### src/rtl/id_ex_stage.sv
// ID/EX pipeline register with load-use hazard detection, bubble insertion,
// branch/jump flush, global hold and a saturating load-use bubble counter.
module id_ex_stage #(
  parameter int DATA_W = 32,
  parameter int REG_W  = 5,
  parameter int CTRL_W = 8,
  parameter int CNT_W  = 16
) (
  input  logic              clk_i,
  input  logic              rst_n_i,
  input  logic [CTRL_W-1:0] ctrl_i,
  input  logic [DATA_W-1:0] rs_data_i,
  input  logic [DATA_W-1:0] rt_data_i,
  input  logic [DATA_W-1:0] imm_i,
  input  logic [5:0]        funct_i,
  input  logic [REG_W-1:0]  rs_i,
  input  logic [REG_W-1:0]  rt_i,
  input  logic [REG_W-1:0]  rd_i,
  input  logic              flush_i,
  input  logic              hold_i,
  output logic [CTRL_W-1:0] ex_ctrl_o,
  output logic [DATA_W-1:0] ex_rs_data_o,
  output logic [DATA_W-1:0] ex_rt_data_o,
  output logic [DATA_W-1:0] ex_imm_o,
  output logic [5:0]        ex_funct_o,
  output logic [REG_W-1:0]  ex_rs_o,
  output logic [REG_W-1:0]  ex_rt_o,
  output logic [REG_W-1:0]  ex_wreg_o,
  output logic              ex_valid_o,
  output logic              stall_o,
  output logic [CNT_W-1:0]  stall_cnt_o
);

  localparam int unsigned REGDST_BIT  = 7;
  localparam int unsigned MEMREAD_BIT = 2;
  localparam logic [CNT_W-1:0] CNT_ONE = CNT_W'(1);

  logic [CTRL_W-1:0] ctrl_q,   ctrl_d;
  logic [DATA_W-1:0] rs_dat_q, rs_dat_d;
  logic [DATA_W-1:0] rt_dat_q, rt_dat_d;
  logic [DATA_W-1:0] imm_q,    imm_d;
  logic [5:0]        funct_q,  funct_d;
  logic [REG_W-1:0]  rs_q,     rs_d;
  logic [REG_W-1:0]  rt_q,     rt_d;
  logic [REG_W-1:0]  wreg_q,   wreg_d;
  logic              valid_q,  valid_d;
  logic [CNT_W-1:0]  cnt_q,    cnt_d;
  logic              stall;

  always_comb begin
    stall = valid_q & ctrl_q[MEMREAD_BIT] & (rt_q != '0) &
            ((rt_q == rs_i) | (rt_q == rt_i));
  end

  always_comb begin
    ctrl_d   = ctrl_q;
    rs_dat_d = rs_dat_q;
    rt_dat_d = rt_dat_q;
    imm_d    = imm_q;
    funct_d  = funct_q;
    rs_d     = rs_q;
    rt_d     = rt_q;
    wreg_d   = wreg_q;
    valid_d  = valid_q;
    cnt_d    = cnt_q;
    if (hold_i) begin
      // freeze everything, counter included
    end else if (flush_i || stall) begin
      ctrl_d   = '0;
      rs_dat_d = '0;
      rt_dat_d = '0;
      imm_d    = '0;
      funct_d  = '0;
      rs_d     = '0;
      rt_d     = '0;
      wreg_d   = '0;
      valid_d  = 1'b0;
      // only a genuine load-use bubble counts; flush takes priority
      if (!flush_i && (cnt_q != '1)) cnt_d = cnt_q + CNT_ONE;
    end else begin
      ctrl_d   = ctrl_i;
      rs_dat_d = rs_data_i;
      rt_dat_d = rt_data_i;
      imm_d    = imm_i;
      funct_d  = funct_i;
      rs_d     = rs_i;
      rt_d     = rt_i;
      wreg_d   = ctrl_i[REGDST_BIT] ? rd_i : rt_i;
      valid_d  = 1'b1;
    end
  end

  always_ff @(posedge clk_i or negedge rst_n_i) begin
    if (!rst_n_i) begin
      ctrl_q   <= '0;
      rs_dat_q <= '0;
      rt_dat_q <= '0;
      imm_q    <= '0;
      funct_q  <= '0;
      rs_q     <= '0;
      rt_q     <= '0;
      wreg_q   <= '0;
      valid_q  <= 1'b0;
      cnt_q    <= '0;
    end else begin
      ctrl_q   <= ctrl_d;
      rs_dat_q <= rs_dat_d;
      rt_dat_q <= rt_dat_d;
      imm_q    <= imm_d;
      funct_q  <= funct_d;
      rs_q     <= rs_d;
      rt_q     <= rt_d;
      wreg_q   <= wreg_d;
      valid_q  <= valid_d;
      cnt_q    <= cnt_d;
    end
  end

  assign ex_ctrl_o    = ctrl_q;
  assign ex_rs_data_o = rs_dat_q;
  assign ex_rt_data_o = rt_dat_q;
  assign ex_imm_o     = imm_q;
  assign ex_funct_o   = funct_q;
  assign ex_rs_o      = rs_q;
  assign ex_rt_o      = rt_q;
  assign ex_wreg_o    = wreg_q;
  assign ex_valid_o   = valid_q;
  assign stall_o      = stall;
  assign stall_cnt_o  = cnt_q;

endmodule

### config.mk
export PLATFORM = sky130hd
export DESIGN_NAME = id_ex_stage
export DESIGN_NICKNAME = d
export VERILOG_FILES = /design/src/rtl/id_ex_stage.sv
export SDC_FILE = /design/constraint.sdc
export NUM_CORES = 1
export LEC_CHECK = 0
export BUFFER_PORTS_ARGS = -buffer_cell sky130_fd_sc_hd__buf_4
export CAP_MARGIN = 30
export CORE_MARGIN = 10
export CORE_UTILIZATION = 43
export CTS_BUF_LIST = sky130_fd_sc_hd__clkbuf_8
export DETAILED_ROUTE_END_ITERATION = 8
export GPL_ROUTABILITY_DRIVEN = 0
export GPL_TIMING_DRIVEN = 0
export PLACE_DENSITY = 0.79
export SETUP_SLACK_MARGIN = 0.1
export SLEW_MARGIN = 10
export SYNTH_ARGS = -nofsm -noshare
export SYNTH_HDL_FRONTEND = slang
export SYNTH_SLANG_ARGS = --single-unit
### constraint.sdc
create_clock -name clk_i -period 1.8 [get_ports clk_i]
set_input_delay 0.18 -clock clk_i [delete_from_list [all_inputs] [get_ports clk_i]]
set_output_delay 0.18 -clock clk_i [all_outputs]
set_load 0.01 [all_outputs]
==> results of run 1 <==
[placed cells by master (no fill, tap or decap), types with 2 or more instances in the layout]
cell / Yosys / routed
a32o_1: 125 / 116
a32o_2: 0 / 9
and3_1: 11 / 9
and3_4: 0 / 2
and4_1: 3 / 3
buf_12: 0 / 11
buf_16: 0 / 9
buf_4: 1 / 278
buf_6: 4 / 9
buf_8: 0 / 13
bufinv_16: 0 / 2
clkbuf_1: 29 / 28
clkbuf_16: 0 / 3
clkbuf_8: 0 / 18
clkinv_2: 0 / 3
clkinvlp_4: 0 / 7
dfrtp_1: 142 / 140
dfrtp_2: 0 / 2
diode_2: 0 / 2
dlygate4sd3_1: 0 / 117
mux2_2: 6 / 6
nand2_2: 0 / 2
nand3_1: 12 / 10
nand3_2: 0 / 2
nand4_1: 6 / 6
xnor2_1: 25 / 19
xnor2_2: 0 / 3
xnor2_4: 0 / 3
[layout make-up]
cell class / count / share of cell area
diodes: 2 / 0.000482
plain buffers: 45 / 0.0312
clock buffers: 17 / 0.0225
clock inverters: 15 / 0.0143
inverters: 1 / 0.000361
multi-input cells: 202 / 0.193
flip-flops and latches: 142 / 0.342
well taps: 172 / 0.0207
repair buffers: 426 / 0.375
[repair_timing]
action                                 CTS  global route
cloned                                  11             3
hold buffers                           117             0
endpoints found under the hold margin  182             0
setup endpoints to repair              143           143
gates resized for setup                 56            44
buffers inserted                        19             9
pin swaps                               10           121
[final timing paths]
path / start / to / cells after the start
min in group asynchronous: rst_n_i / stall_cnt_o[2] / 2
max in group asynchronous: rst_n_i / ex_rs_data_o[12] / 3
hold reg to reg: ex_imm_o[27] / ex_imm_o[27] / 1
setup reg to reg: ex_rt_o[0] / ex_rt_data_o[23] / 11
setup / recovery: ex_rt_o[1] / stall_o / 7
hold / removal: rs_i[1] / ex_rs_o[1] / 2
[state kept, by name (all words and copies together), names as in the netlist]
signal and count:
ex_ctrl_o 8, ex_funct_o 6, ex_imm_o 32, ex_rs_data_o 32, ex_rs_o 5, ex_rt_data_o 32
ex_rt_o 5, ex_valid_o 1, ex_wreg_o 5, stall_cnt_o 16
[layer usage]
metal / vias to the layer above / track usage / routed length [um]
li1: 2490 / - / -
met1: 3027 / 0.284 / 9050
met2: 376 / 0.446 / 12400
met3: 62 / 0.113 / 2660
met4: 0 / 0.117 / 812
met5: - / 0 / 0
[power breakdown]
group	total, W	switching, W	internal, W
Combinational	0.00162	0.000700	0.000917
Sequential	0.00358	0.000168	0.00341
Clock	0.00252	0.00130	0.00122
Total	0.00771	0.00216	0.00555
[kinds of logic (layout without fill, tap and decap cells)]
kind of cell	count (synthesis)	count (layout)	share of synthesized area
DFF	142	142	0.634
AOI/OAI and AO/OA	130	130	0.230
buffers and inverters	48	504	0.0408
and+or+nand+nor	40	40	0.0420
xor gates and xnor gates	25	25	0.0391
muxes	6	6	0.0121
adders and majority gates	1	1	0.00223
other	0	2	0
[metrics by stage]
step,setup TNS (ns),area [um^2]
floorplan,-3.00,5630
global placement,-35.86,7870
detailed placement,-39.87,7900
CTS,-40.57,10200
global route,-46.78,10400
finish,-39.53,10400
==> reports/metrics.cfg, run 1 <==
[power]
irDropWorstVdd_uv=687
power.density_nw_per_um2=742
p_total_w=0.00771
p_leak_nw=4.96

[yosys]
synth_edf_count=0
synthArstFlopShare=1.00
yosys_register_bits=142
syn_inst=392
ys_warn_count=0
synth-main-ff-cell=dfrtp_1
synth_top_area_frac=0.634
ys_types=25
synthTopCellsByArea=dfrtp_1 (63%), a32o_1 (22%), xnor2_1 (3.9%)
yosysSeqAreaShare=0.634
synth_most_common_cell=dfrtp_1
netlist_top_cells_count=dfrtp_1 (142), a32o_1 (125), clkbuf_1 (29)
avgSynthCellArea_um2=14.3
synthesis.nets=522
synth_area_um2=5610
yosysTopAreaCell=dfrtp_1

[sta]
timing_worst_slew_pin_value_ns=0.674
rsz0062_at_grt=true
setup_viol=143
slew_violations=0
worst_slack_ns=-0.463
layout_min_cycle_time_ns=2.26
hold_slack_ns=0.0485
slew_headroom=0.551
max_freq_mhz=442
hold_viol=0
skew_ns=0.0180
finalCritPeriodShare=1.26

[layout]
multi_input_area_um2=2000
area.sequential_um2=3560
final_util=0.820
final_cells=1022
syn_to_final_growth_pct=85.4
fillers=622
nets=965
drive_gt1_frac=0.465

[route]
wire_per_inst_um=24.4
vias_per_cell=5.83
ant_nets=0
drc=0
via_count=5955
totalWireLength_um=24900
first_iter_violations=431
firstDrtPassIters=5

[global_routing]
grtUsageTotal=0.265
grt_pass1_vias=6474
grt_pass1_wl_um=37200
grt_max_degree=77
antenna_found_initial=2
grt.overflow.total=0

[worst_setup_path]
ff2ff_setup_slack_ns=-0.45
cp-end-kind=output port
cp_max_fo=2
critical-path-slowest-cell=or4_4
crit_required_ns=1.62
worstPathCellList=or4_4 > o211ai_4 > nand2b_4 > buf_6 > buf_6 > inv_2 > buf_6
cp_num_buf_inv=4
start_kind=register
crit_path_max_incr_delay_ns=0.54
crit_path_frequent_cell=buf_6
crit_family=simple AND/OR/NAND/NOR gates
worstSetupPathType=reg2out
cp.arrival_ns=2.08

[outcome]
violations=setup timing
status=finished with violations

[placement]
dp.cells=834
portBuffers=269
dp_slack_ns=-0.432
place_hpwl_um=15000

[clock_network]
path_clk_slew_ns=0.08
cts_buffers=17
clock-sinks=142
h-tree-depth=4
worstSkewPairLatency_ns=0.46
cts_tree=yes
ctsLongestPathBuffers=2
clockRootBuffer=clkbuf_8

[die]
core-area_um2=12700
start_util=0.442
dieArea_um2=18000
die_y_um=134
num_rows=41
die_w_um=134
ios=272

[run]
max_cap_violations=0

[hold_path]
hold_path.class=in2reg

(Power assumes the default switching activity.)
==> run 2: changes to the inputs <==
CELL_PAD_IN_SITES_DETAIL_PLACEMENT = 0   (was default)
CELL_PAD_IN_SITES_GLOBAL_PLACEMENT = 2   (was default)
CORE_UTILIZATION = 27   (was 43)
==> run 2 against run 1 <==
Effect of this change: the flow still finishes with violations (setup timing); final cell count increased by 9.2%; design area increased by 0.60%; register-to-register slack improved by 0.02 ns; utilization decreased by 31 points; wire length decreased by 5.8%; flip-flop and latch count unchanged; clock power increased by 4%; largest cell class unchanged; largest power group unchanged; highest routed layer unchanged.
==> reports/metrics.cfg, run 2 (synthesized netlist as in run 1, its figures left out) <==
[outcome]
status=finished with violations
violations=setup timing

[power]
pwr-share-seq=0.460
p_int_w=0.00570
clockPowerShare=0.338
power_frac_comb=0.202
p_sw_frac=0.262
p_leak_nw=4.98
power.density_nw_per_um2=739
p_switching_w=0.00202
irDropWorstVdd_uv=511

[global_routing]
antenna_found_initial=1
grt_pass1_wl_um=35700
grtUsageTotal=0.170
grt_max_degree=76
grt_pass1_vias=6255
grt.overflow.total=0

[placement]
dp_slack_ns=-0.604
place_hpwl_um=16300
placed_area_um2=8020
portBuffers=269

[clock_network]
ctsLongestPathBuffers=2
h-tree-depth=4
worstSkewPairLatency_ns=0.43
clock-sinks=142
cts_tree=yes
clockRootBuffer=clkbuf_8
cts_buffers=17
path_clk_slew_ns=0.08

[die]
start_util=0.275
dieArea_um2=26900
num_rows=52
die_y_um=164
core-area_um2=20400
ios=272
die_w_um=164

[layout]
layout_commonest_cell=buf_4
multi_input_area_um2=1970
syn_to_final_growth_pct=86.5
fillers=1706
final_cell_area_um2=10500
nets=963
layout_common_cells=buf_4 (281), dfrtp_1 (138), a32o_1 (125)
drive_gt1_frac=0.457
area.sequential_um2=3560

[sta]
skew_ns=0.0113
slew_headroom=0.506
timing_worst_slew_pin_value_ns=0.741
rsz0062_at_grt=true
worst_slack_ns=-0.432
hold_viol=0
layout_min_cycle_time_ns=2.23
slew_violations=0
setup_viol=128
finalCritPeriodShare=1.24
max_freq_mhz=448

[worst_setup_path]
start_kind=register
cp_max_fo=6
cp-end-kind=register
worstSetupPathType=reg2reg
cp.arrival_ns=2.55
crit_required_ns=2.12

[route]
totalWireLength_um=23500
vias_per_cell=4.97
firstDrtPassIters=4
ant_nets=0
wire_per_inst_um=21.1
via_count=5549
drc=0
first_iter_violations=352

[run]
max_cap_violations=0

[hold_path]
hold_path.class=in2reg

[run 2: cell count changes in the layout (fill, tap and decap cells not counted), moves of 3 or more]
cell	previous run	this run
clkinvlp_4	7	1
clkbuf_16	3	0
bufbuf_16	0	7
buf_12	11	5
buf_4	278	281
a32o_1	116	125
xnor2_2	3	8
a32o_2	9	0
xnor2_4	3	0
buf_16	9	5
[run 2: power groups by stage]
stage / Combinational [W] / Sequential (W) / Clock [W]
finish: 0.00156 / 0.00356 / 0.00261
global placement: 0.00123 / 0.00361 / 0
global route: 0.00168 / 0.00359 / 0.00288
floorplan: 0.000349 / 0.00371 / 0
detailed placement: 0.00127 / 0.00362 / 0
CTS: 0.00154 / 0.00355 / 0.00273
[run 2: cell type report]
cell class | count | area share
buffer | 46 | 0.0333
clock inverter | 13 | 0.0144
sequential | 142 | 0.340
antenna | 1 | 0.000239
inverter | 1 | 0.000598
multi-input combinational | 202 | 0.189
tap | 270 | 0.0323
clock buffer | 18 | 0.0237
timing repair buffer | 423 | 0.366
[run 2: metal layers]
layer | vias to the layer above | track usage | part of all wire
met5 | - | 0 | 0
met4 | 0 | 0.0662 | 0.028
met3 | 37 | 0.0628 | 0.082
met2 | 222 | 0.291 | 0.51
met1 | 2804 | 0.189 | 0.38
li1 | 2486 | - | -
[run 2: timing repair]
| item | CTS | global route |
|---|---|---|
| endpoints found under the hold margin | 188 | 0 |
| hold buffers | 115 | 0 |
| gates cloned | 12 | 1 |
| gates resized for setup | 58 | 26 |
| pin swaps | 13 | 20 |
| buffers inserted | 17 | 8 |
| setup endpoints to repair | 143 | 143 |
[run 2: final timing paths]
check | from | end | slack (ns) | depth (start not counted)
max | ex_rt_o[1] | ex_rt_data_o[29] | -0.43 | 11
min | rt_i[3] | ex_rt_o[3] | 0.04 | 2
max reg2reg | ex_rt_o[1] | ex_rt_data_o[29] | -0.43 | 11
min reg2reg | ex_rs_data_o[3] | ex_rs_data_o[3] | 0.50 | 1
max in group asynchronous | rst_n_i | ex_rs_data_o[11] | 0.67 | 3
min in group asynchronous | rst_n_i | stall_cnt_o[7] | 0.34 | 2
[run 2: critical path: stages, from the launching register on]
cell	delay [ns]
dfrtp_2	0.40
buf_4	0.16
xnor2_2	0.13
nand3_2	0.15
o22ai_4	0.20
nand2b_4	0.06
buf_6	0.12
buf_6	0.12
buf_12	0.14
buf_12	0.13
bufbuf_16	0.26
a32o_1	0.24
[run 2: through the flow]
stage	hold WS, ns	std cells	utilization	TNS [ns]	total power, W
global route	0.00434	1116	0.513	-55.35	0.00814
global placement	0.424	931	0.392	-47.91	0.00484
floorplan	-0.116	392	-	-3.00	0.00406
detailed placement	0.263	932	0.394	-46.73	0.00489
CTS	0.000714	1107	0.506	-49.85	0.00783
finish	0.0445	1116	0.513	-43.24	0.00773
==> run 3: changes to the inputs <==
==> constraint.sdc (replaced) <==
create_clock -name clk_i -period 1.8 [get_ports clk_i]
set_input_delay 0.27 -clock clk_i [delete_from_list [all_inputs] [get_ports clk_i]]
set_output_delay 0.27 -clock clk_i [all_outputs]
set_load 0.01 [all_outputs]
==> run 3 against run 2 <==
Effect of this change: the run still ends with setup timing left; count of clock-buffer cells in the layout is the same; design area shrank 7.9%; final cell count shrank 8.5%; flip-flop and latch count is the same; register-to-register slack lost 0.13 ns; clock power shrank 5%; die area is the same; non-clock buffer count shrank 95; utilization shrank 4.1 points; critical path type unchanged; largest cell class is now sequential cells.
==> reports/metrics.cfg, run 3 (synthesized netlist as in run 1, its figures left out) <==
[global_routing]
grt_pass1_wl_um=32400
grt.overflow.total=0
grtUsageTotal=0.155
antenna_found_initial=0
grt_pass1_vias=5486
grt_max_degree=93

[die]
core-area_um2=20400
die_w_um=164
die_y_um=164
num_rows=52
ios=272
start_util=0.275
dieArea_um2=26900

[sta]
max_freq_mhz=423
skew_ns=0.00835
hold_viol=0
layout_min_cycle_time_ns=2.36
slew_violations=0
finalCritPeriodShare=1.31
slew_headroom=0.564
worst_slack_ns=-0.562
rsz0062_at_grt=true
setup_viol=139
hold_slack_ns=0.0578
fin_tns_setup_ns=-60.11
timing_worst_slew_pin_value_ns=0.654

[worst_setup_path]
critical-path-slowest-cell=dfrtp_2
crit_family=buffers and inverters
ff2ff_setup_slack_ns=-0.56
worstSetupPathType=reg2reg
worstPathCellList=buf_6 > xnor2_4 > nand3_2 > o22ai_4 > nand2b_4 > buf_12 > buf_4 > buf_8 > buf_12 > buf_12 > buf_12 > buf_16 > a32o_1
reg2reg_from=ex_rt_o[1]
cp.arrival_ns=2.71
crit_path_frequent_cell=buf_12
cp_max_fo=5
rr_worst_depth=13
startpoint=ex_rt_o[1]
path_depth=13
crit_end=ex_rt_data_o[6]
cp-end-kind=register
crit_path_max_incr_delay_ns=0.42
cp_num_buf_inv=8
start_kind=register
crit_required_ns=2.14
r2r-end=ex_rt_data_o[6]

[clock_network]
cts_tree=yes
path_clk_slew_ns=0.09
worstSkewPairLatency_ns=0.45
clockRootBuffer=clkbuf_8
cts_buffers=17
clock-sinks=142
h-tree-depth=4
ctsLongestPathBuffers=2

[route]
first_iter_violations=254
vias_per_cell=4.99
drc=0
via_count=5096
wire_per_inst_um=21.2
totalWireLength_um=21700
ant_nets=0
firstDrtPassIters=5

[power]
power.density_nw_per_um2=771
irDropWorstVdd_uv=386
p_total_w=0.00742
p_leak_nw=4.58

[layout]
syn_to_final_growth_pct=71.7
layout_commonest_cell=buf_4
drive_gt1_frac=0.554
nets=868
antenna_cells=0
final_cell_area_um2=9630
layout_common_cells=buf_4 (284), dfrtp_1 (136), a32o_1 (124)
final_util=0.473

[outcome]
violations=setup timing
status=finished with violations

[placement]
place_hpwl_um=15800
portBuffers=269
placed_area_um2=8030

[run]
max_cap_violations=0

[hold_path]
hold_path.class=in2reg

[run 3: changes by cell type in the layout (fill, tap and decap cells not counted), moves of 5 or more]
cell,before,now
dlygate4sd3_1,115,1
buf_12,5,16
bufbuf_16,7,0
buf_16,5,11
clkinvlp_4,1,6
[run 3: routing by layer]
| metal | share of wire | global-route usage |
|---|---|---|
| met5 | 0 | 0 |
| met4 | 0.010 | 0.0378 |
| met3 | 0.091 | 0.0643 |
| met2 | 0.51 | 0.261 |
| met1 | 0.39 | 0.178 |
[run 3: cell type report]
type                    instances  area (um^2)
plain buffers                  46          357
multi-input cells             202         2030
fillers                      1888        10700
clock inverters                14          135
clock buffers                  18          248
flip-flops and latches        142         3560
inverters                       1         6.26
repair buffers                328         2950
well taps                     270          338
[run 3: worst min path at each step]
stage               cells past startpoint        startpoint                to  slack, ns
floorplan                               0           rst_n_i      ex_ctrl_o[0]      -0.03
global placement                        1  ex_rs_data_o[30]  ex_rs_data_o[30]       0.48
detailed placement                      1           rst_n_i    stall_cnt_o[9]       0.24
CTS                                     2     rt_data_i[23]  ex_rt_data_o[23]       0.02
global route                            2     rt_data_i[21]  ex_rt_data_o[21]       0.01
finish                                  2     rt_data_i[23]  ex_rt_data_o[23]       0.06
[run 3: report_power, final]
group / leakage, nW / switching [W] / internal [W]
registers: 1.86 / 0.000144 / 0.00341
logic: 2.55 / 0.000607 / 0.000758
clock network: 0.176 / 0.00135 / 0.00115
[run 3: worst reg2reg max path, stage by stage (launching register included)]
cell	delay (ns)
dfrtp_2	0.42
buf_6	0.14
xnor2_4	0.13
nand3_2	0.13
o22ai_4	0.24
nand2b_4	0.08
buf_12	0.13
buf_4	0.13
buf_8	0.12
buf_12	0.13
buf_12	0.14
buf_12	0.12
buf_16	0.12
a32o_1	0.23
[run 3: metrics by stage]
step	worst slack, ns	std cells
final	-0.562	1021
after global routing	-0.635	1021
after CTS	-0.615	1002
after detailed placement	-0.679	932
after global placement	-0.699	931
after floorplan	-0.0918	392
[run 3: what timing repair did]
| item | in CTS | in global routing |
|---|---|---|
| cloned | 13 | 3 |
| buffers inserted | 24 | 23 |
| resized for setup | 70 | 52 |
| hold buffers | 1 | 0 |
| endpoints found under the hold margin | 50 | 0 |
| pin swaps | 57 | 47 |
| setup endpoints to repair | 143 | 143 |
